<file path="src/rtl/reset_seq.sv">
// -----------------------------------------------------------------------------
// reset_seq -- staged reset release sequencer
//
// Holds CH_NUM active-low reset outputs low while the port reset is asserted,
// then releases them one at a time once the synchronised port reset has been
// clean-high for FILTER_LEN cycles. Each later channel follows STAGE_GAP
// cycles after the one before it. rst_done rises on the same edge as the last
// channel.
//
// Parameters
//   CH_NUM      number of reset output channels (1..16)
//   FILTER_LEN  clean-high cycles before channel 0 releases (1..255)
//   STAGE_GAP   cycles between successive channel releases (1..255)
//
// Ports
//   sys_clk       in   system clock, rising edge
//   p_rst_n       in   port reset, async assert, active low
//   soft_rst_req  in   software reset request, sync, active high
//   sys_rst_n     out  [CH_NUM] per-channel reset, active low, registered
//   rst_done      out  every channel released
//
// Build option
//   RESET_SEQ_SOFT_EN  when defined, soft_rst_req restarts the sequence.
//                      When undefined, the port exists but is ignored.
// -----------------------------------------------------------------------------

// One output channel. It stays low until a release strobe arrives and then
// stays high. Only a soft clear or the port reset takes it low again, so a
// channel can never glitch during the sequence.
module reset_seq_ch (
  input  logic sys_clk,
  input  logic p_rst_n,
  input  logic clr_i,
  input  logic rel_i,
  output logic rst_n_o
);

  logic rst_n_q, rst_n_d;

  always_comb begin
    rst_n_d = rst_n_q | rel_i;
    if (clr_i) rst_n_d = 1'b0;
  end

  always_ff @(posedge sys_clk or negedge p_rst_n) begin
    if (!p_rst_n) rst_n_q <= 1'b0;
    else          rst_n_q <= rst_n_d;
  end

  assign rst_n_o = rst_n_q;

endmodule

module reset_seq #(
  parameter int CH_NUM     = 4,
  parameter int FILTER_LEN = 8,
  parameter int STAGE_GAP  = 16
) (
  input  logic              sys_clk,
  input  logic              p_rst_n,
  input  logic              soft_rst_req,
  output logic [CH_NUM-1:0] sys_rst_n,
  output logic              rst_done
);

  localparam int CNT_MAX = (FILTER_LEN > STAGE_GAP) ? FILTER_LEN : STAGE_GAP;
  localparam int CNT_W   = $clog2(CNT_MAX + 1);
  localparam int IDX_W   = (CH_NUM > 1) ? $clog2(CH_NUM) : 1;

  // The compare points are one below the lengths. The output flops take the
  // release on the edge where the count would reach the length.
  localparam logic [CNT_W-1:0] FILT_LAST = CNT_W'(FILTER_LEN - 1);
  localparam logic [CNT_W-1:0] GAP_LAST  = CNT_W'(STAGE_GAP - 1);
  localparam logic [CNT_W-1:0] CNT_SAT   = CNT_W'(CNT_MAX);
  localparam logic [IDX_W-1:0] IDX_LAST  = IDX_W'(CH_NUM - 1);

  typedef enum logic [1:0] {
    HOLD  = 2'd0,
    STAGE = 2'd1,
    DONE  = 2'd2
  } state_t;

  state_t            state_q, state_d;
  logic [CNT_W-1:0]  cnt_q, cnt_d;
  logic [IDX_W-1:0]  idx_q, idx_d;
  logic              done_q, done_d;
  logic [1:0]        sync_q, sync_d;
  logic [CH_NUM-1:0] rel;
  logic              soft_go;
  logic              soft_clr;

  // ---------------------------------------------------------------------------
  // Soft reset gating
  // ---------------------------------------------------------------------------
`ifdef RESET_SEQ_SOFT_EN
  assign soft_go = soft_rst_req;
`else
  logic unused_soft;
  assign unused_soft = soft_rst_req;
  assign soft_go     = 1'b0;
`endif

  // ---------------------------------------------------------------------------
  // Port reset deassertion synchroniser. Both flops clear asynchronously, so
  // any low pulse on p_rst_n, however short, restarts the filter.
  // ---------------------------------------------------------------------------
  assign sync_d = {sync_q[0], 1'b1};

  always_ff @(posedge sys_clk or negedge p_rst_n) begin
    if (!p_rst_n) sync_q <= 2'b00;
    else          sync_q <= sync_d;
  end

  // ---------------------------------------------------------------------------
  // Sequencer: next state, counter, index and release strobes
  // ---------------------------------------------------------------------------
  always_comb begin
    state_d  = state_q;
    cnt_d    = cnt_q;
    idx_d    = idx_q;
    done_d   = done_q;
    rel      = '0;
    soft_clr = 1'b0;

    if (soft_go) begin
      // While the request is held, the block stays parked in HOLD with the
      // count at zero. Counting resumes on the first edge where the request
      // is low.
      state_d  = HOLD;
      cnt_d    = '0;
      idx_d    = '0;
      done_d   = 1'b0;
      soft_clr = 1'b1;
    end else begin
      unique case (state_q)
        HOLD: begin
          if (!sync_q[1]) begin
            cnt_d = '0;
          end else if (cnt_q == FILT_LAST) begin
            rel[0] = 1'b1;
            cnt_d  = '0;
            if (CH_NUM == 1) begin
              state_d = DONE;
              done_d  = 1'b1;
            end else begin
              state_d = STAGE;
              idx_d   = IDX_W'(1);
            end
          end else if (cnt_q != CNT_SAT) begin
            cnt_d = cnt_q + CNT_W'(1);
          end
        end

        STAGE: begin
          if (cnt_q == GAP_LAST) begin
            for (int i = 0; i < CH_NUM; i++) begin
              if (idx_q == IDX_W'(i)) rel[i] = 1'b1;
            end
            cnt_d = '0;
            if (idx_q == IDX_LAST) begin
              state_d = DONE;
              done_d  = 1'b1;
            end else begin
              idx_d = idx_q + IDX_W'(1);
            end
          end else if (cnt_q != CNT_SAT) begin
            cnt_d = cnt_q + CNT_W'(1);
          end
        end

        DONE: begin
          rel    = '1;
          done_d = 1'b1;
        end

        default: begin
          state_d = HOLD;
          cnt_d   = '0;
          idx_d   = '0;
          done_d  = 1'b0;
        end
      endcase
    end
  end

  always_ff @(posedge sys_clk or negedge p_rst_n) begin
    if (!p_rst_n) begin
      state_q <= HOLD;
      cnt_q   <= '0;
      idx_q   <= '0;
      done_q  <= 1'b0;
    end else begin
      state_q <= state_d;
      cnt_q   <= cnt_d;
      idx_q   <= idx_d;
      done_q  <= done_d;
    end
  end

  // ---------------------------------------------------------------------------
  // Per-channel output flops
  // ---------------------------------------------------------------------------
  for (genvar g = 0; g < CH_NUM; g++) begin : g_ch
    reset_seq_ch u_ch (
      .sys_clk (sys_clk),
      .p_rst_n (p_rst_n),
      .clr_i   (soft_clr),
      .rel_i   (rel[g]),
      .rst_n_o (sys_rst_n[g])
    );
  end

  assign rst_done = done_q;

endmodule

</file>
<file path="config.mk">
export PLATFORM = sky130hd
export DESIGN_NAME = reset_seq
export DESIGN_NICKNAME = d
export VERILOG_FILES = /design/src/rtl/reset_seq.sv
export SDC_FILE = /design/constraint.sdc
export NUM_CORES = 1
export LEC_CHECK = 0
export CAP_MARGIN = 20
export CORE_MARGIN = 2
export CORE_UTILIZATION = 35
export CTS_CLUSTER_SIZE = 25
export DETAILED_ROUTE_END_ITERATION = 8
export HOLD_SLACK_MARGIN = 0.05
export PLACE_DENSITY = 0.56
export SKIP_LAST_GASP = 1
export SLEW_MARGIN = 20
export SYNTH_ARGS = -nofsm -noshare
export SYNTH_HDL_FRONTEND = slang
export SYNTH_SLANG_ARGS = --single-unit
export TNS_END_PERCENT = 20
</file>
<file path="constraint.sdc">
create_clock -name sys_clk -period 4.55 [get_ports sys_clk]
set_input_delay 0.91 -clock sys_clk [delete_from_list [all_inputs] [get_ports sys_clk]]
set_output_delay 0.91 -clock sys_clk [all_outputs]
set_load 0.05 [all_outputs]
</file>
==> impl_metrics.yaml <==
critical_path:
  reg2reg_depth: 7
  cp_cell_sequence: "clkdlybuf4s50_1"
  critPathRequiredTime_ns: 3.64
  timing.critical_path.arrival_ns: 1.44
  worst-path-buf-inv: 1
  timing.critical_path.slowest_stage_cell: "sky130_fd_sc_hd__clkdlybuf4s50_1"
  critical_path_peak_fanout: 2
  path_depth: 1
  reg2reg_setup_slack_ns: 2.39
  crit-reg2reg-capture: "cnt_q[3]"
  critical_path_class: "reg2out"
  timing.critical_path.max_delay_family: "buffers and inverters"
  reg_to_reg_critical_path_startpoint: "cnt_q[0]"
  cp-end-kind: "output pin"
  critical-path-max-stage-delay_ns: 0.80
  worst_setup_path_start_kind: "flop"
clock_tree:
  worstSkewPairLatency_ns: 0.29
  ctsResizeCount: 0
  post_cts_setup_buffer_count: 0
  htreeDepth: 1
  cts_inserted_buffers: 3
  number_of_buffers_between_clock_root_and_the_deepest_sink: 2
  cts-root-buf: "sky130_fd_sc_hd__clkbuf_4"
  clk_transition_reported_paths_ns: 0.09
  clock_sink_count: 16
  cts_hold_buffers_added: 0
  cts_tree: "done"
placed_design:
  gpl.final_weighted_congestion: 0.817
  dpl_hpwl_um: 1130
  port-buffer-count: 6
worst_hold_path:
  hold_start: "sync_q[0]"
  hold-path-endpoint: "sync_q[1]"
  holdCritPathClass: "reg2reg"
  whs_path_depth: 0
layout:
  seq_area_um2: 400
  n_antenna_cell: 0
  fin_util_pct: 41.2
  final.fill_count: 257
  finish.net_count: 112
  final_common_cell: "sky130_fd_sc_hd__dfrtp_1"
  layout-drive-gt1-share_pct: 13.4
  synthToLayoutAreaGrowth_pct: 9.54
  mostFrequentLayoutCells: "sky130_fd_sc_hd__dfrtp_1 (16), sky130_fd_sc_hd__ha_1 (11), sky130_fd_sc_hd__inv_1 (10)"
  multi_input_area_um2: 477
die:
  core_area_um2: 2540
  rows: 18
  die_w_um: 56.3
  die_area_um2: 3170
  top_level_ports: 8
  vertical_die_dimension_um: 56.3
  initial_core_util_pct: 37.6
pwr:
  cellPowerDensity_nw_per_um2: 663
  ir_drop_v: 0.000454
  leakagePower_nw: 0.461
drt:
  detailroute.via_count: 630
  route.detailed.wl_per_inst_um: 12.2
  first_iter_violations: 8
  drtPass1Iterations: 4
  final_antenna_net_count: 0
  drt-vias-per-instance: 4.96
  drt_wl_total_um: 1540
  drt_drc_violations_left: 0
sta:
  fin_crit_ns: 2.35
  timing.fmax_ghz: 0.425
  timing.slew.headroom_pct: 52.6
  layout_worst_path_cycle_share_pct: 51.8
  timing_worst_slew_pin_value_ns: 0.709
  grt_setup_unrepaired: "false"
  finalHoldViolCount: 0
  finClkSkew_ns: 0.00160
  setup_viol: 0
  final.setup.tns_ns: 0
  timing_max_transition_violations_final: 0
flow_run:
  max-cap-violations: 0
global_routing:
  grt_first_pass_wirelength_um: 2680
  antenna_found_initial: 0
  globalRoute.totalOverflow: 0
  global_route.usage.total_pct: 10.8
  grt_max_degree: 20
  first_global_vias: 608
yosys:
  postSynthAreaPerCell_um2: 10.2
  yosysUniqueCellTypes: 34
  synth-seq-area-share_pct: 41.8
  synthesis.instances: 94
  synth.cell_area_um2: 957
  synth-seq-cells: 16
  ys.warnings.count: 0
  synthesis.nets: 108
run_status:
  status: "complete, no violations"
[per-stage QoR]
step	hold slack [ns]	setup slack, ns	instance area (µm²)	power [mW]	instances
after global routing	0.378	2.13	1050	0.753	127
after floorplan	0.331	2.62	957	0.535	94
final	0.355	2.20	1050	0.695	127
after CTS	0.359	2.18	1050	0.703	127
after global placement	0.333	2.46	1010	0.600	123
after detailed placement	0.336	2.44	1010	0.605	123
[flip-flops by register name, indices dropped and copies added, names as in the netlist]
signal,flops
rst_done,1
sync_q,2
state_q,2
cnt_q,5
idx_q,2
g_ch.u_ch.rst_n_o,4
[synth_stat cells (all sizes together)]
| library cell | instances | area [µm²] |
|---|---|---|
| o32ai | 1 | 8.76 |
| nand2b | 1 | 6.26 |
| and3 | 1 | 7.51 |
| o32a | 1 | 10.0 |
| nand2 | 5 | 18.8 |
| nand4 | 1 | 6.26 |
| ha | 11 | 138 |
| mux2i | 1 | 10.0 |
| mux2 | 2 | 22.5 |
| clkbuf | 2 | 7.51 |
| nand3b | 1 | 7.51 |
| or4b | 1 | 10.0 |
| nor2 | 4 | 15.0 |
| o211ai | 1 | 7.51 |
| a21boi | 2 | 15.0 |
| a21oi | 6 | 30.0 |
| a31oi | 1 | 6.26 |
| conb | 1 | 3.75 |
| nand3 | 1 | 5.00 |
| a21o | 3 | 22.5 |
| dfrtp | 16 | 400 |
| a31o | 3 | 26.3 |
| o21bai | 1 | 7.51 |
| inv | 10 | 37.5 |
| buf | 5 | 35.0 |
| and4bb | 1 | 16.3 |
| nor3 | 3 | 20.0 |
| o21ai | 6 | 41.3 |
| nor2b | 1 | 6.26 |
| a311oi | 1 | 8.76 |
[metal layers]
metal	share of wire, %	vias to the layer above	global-route usage [%]
met5	0	-	0
met4	2.1	0	6.12
met3	2.8	4	2.76
met2	41	9	15.1
met1	54	288	15.1
li1	-	329	-
[area by class of cell]
cell class	instances	area share, %
timing repair buffer	6	5.73
inverter	10	3.58
sequential	16	38.2
clock buffer	4	3.46
tap	30	3.58
multi-input combinational	61	45.5
[worst max-delay path by stage]
| stage | to | startpoint | slack [ns] |
|---|---|---|---|
| floorplan | cnt_q[3] | cnt_q[0] | 2.62 |
| global placement | cnt_q[3] | cnt_q[0] | 2.46 |
| detailed placement | cnt_q[3] | cnt_q[0] | 2.44 |
| CTS | sys_rst_n[1] | g_ch[1].u_ch.rst_n_o | 2.18 |
| global route | sys_rst_n[3] | g_ch[3].u_ch.rst_n_o | 2.13 |
| finish | sys_rst_n[1] | g_ch[1].u_ch.rst_n_o | 2.20 |
[report_power, final]
group | total (mW) | internal [mW] | switching, mW
combinational | 0.379 | 0.153 | 0.226
sequential | 0.222 | 0.188 | 0.0343
clock | 0.0945 | 0.0487 | 0.0458
[logic make-up after synthesis]
family,synth area share (%)
AND/OR/NAND/NOR,12.4
multiplexers,3.40
other,0.392
adder cells (fa/ha/maj),14.4
buffers and inverters,8.37
AO/OA/AOI/OAI,19.2
flip-flops,41.8
Power figures use the tool's default switching activity.
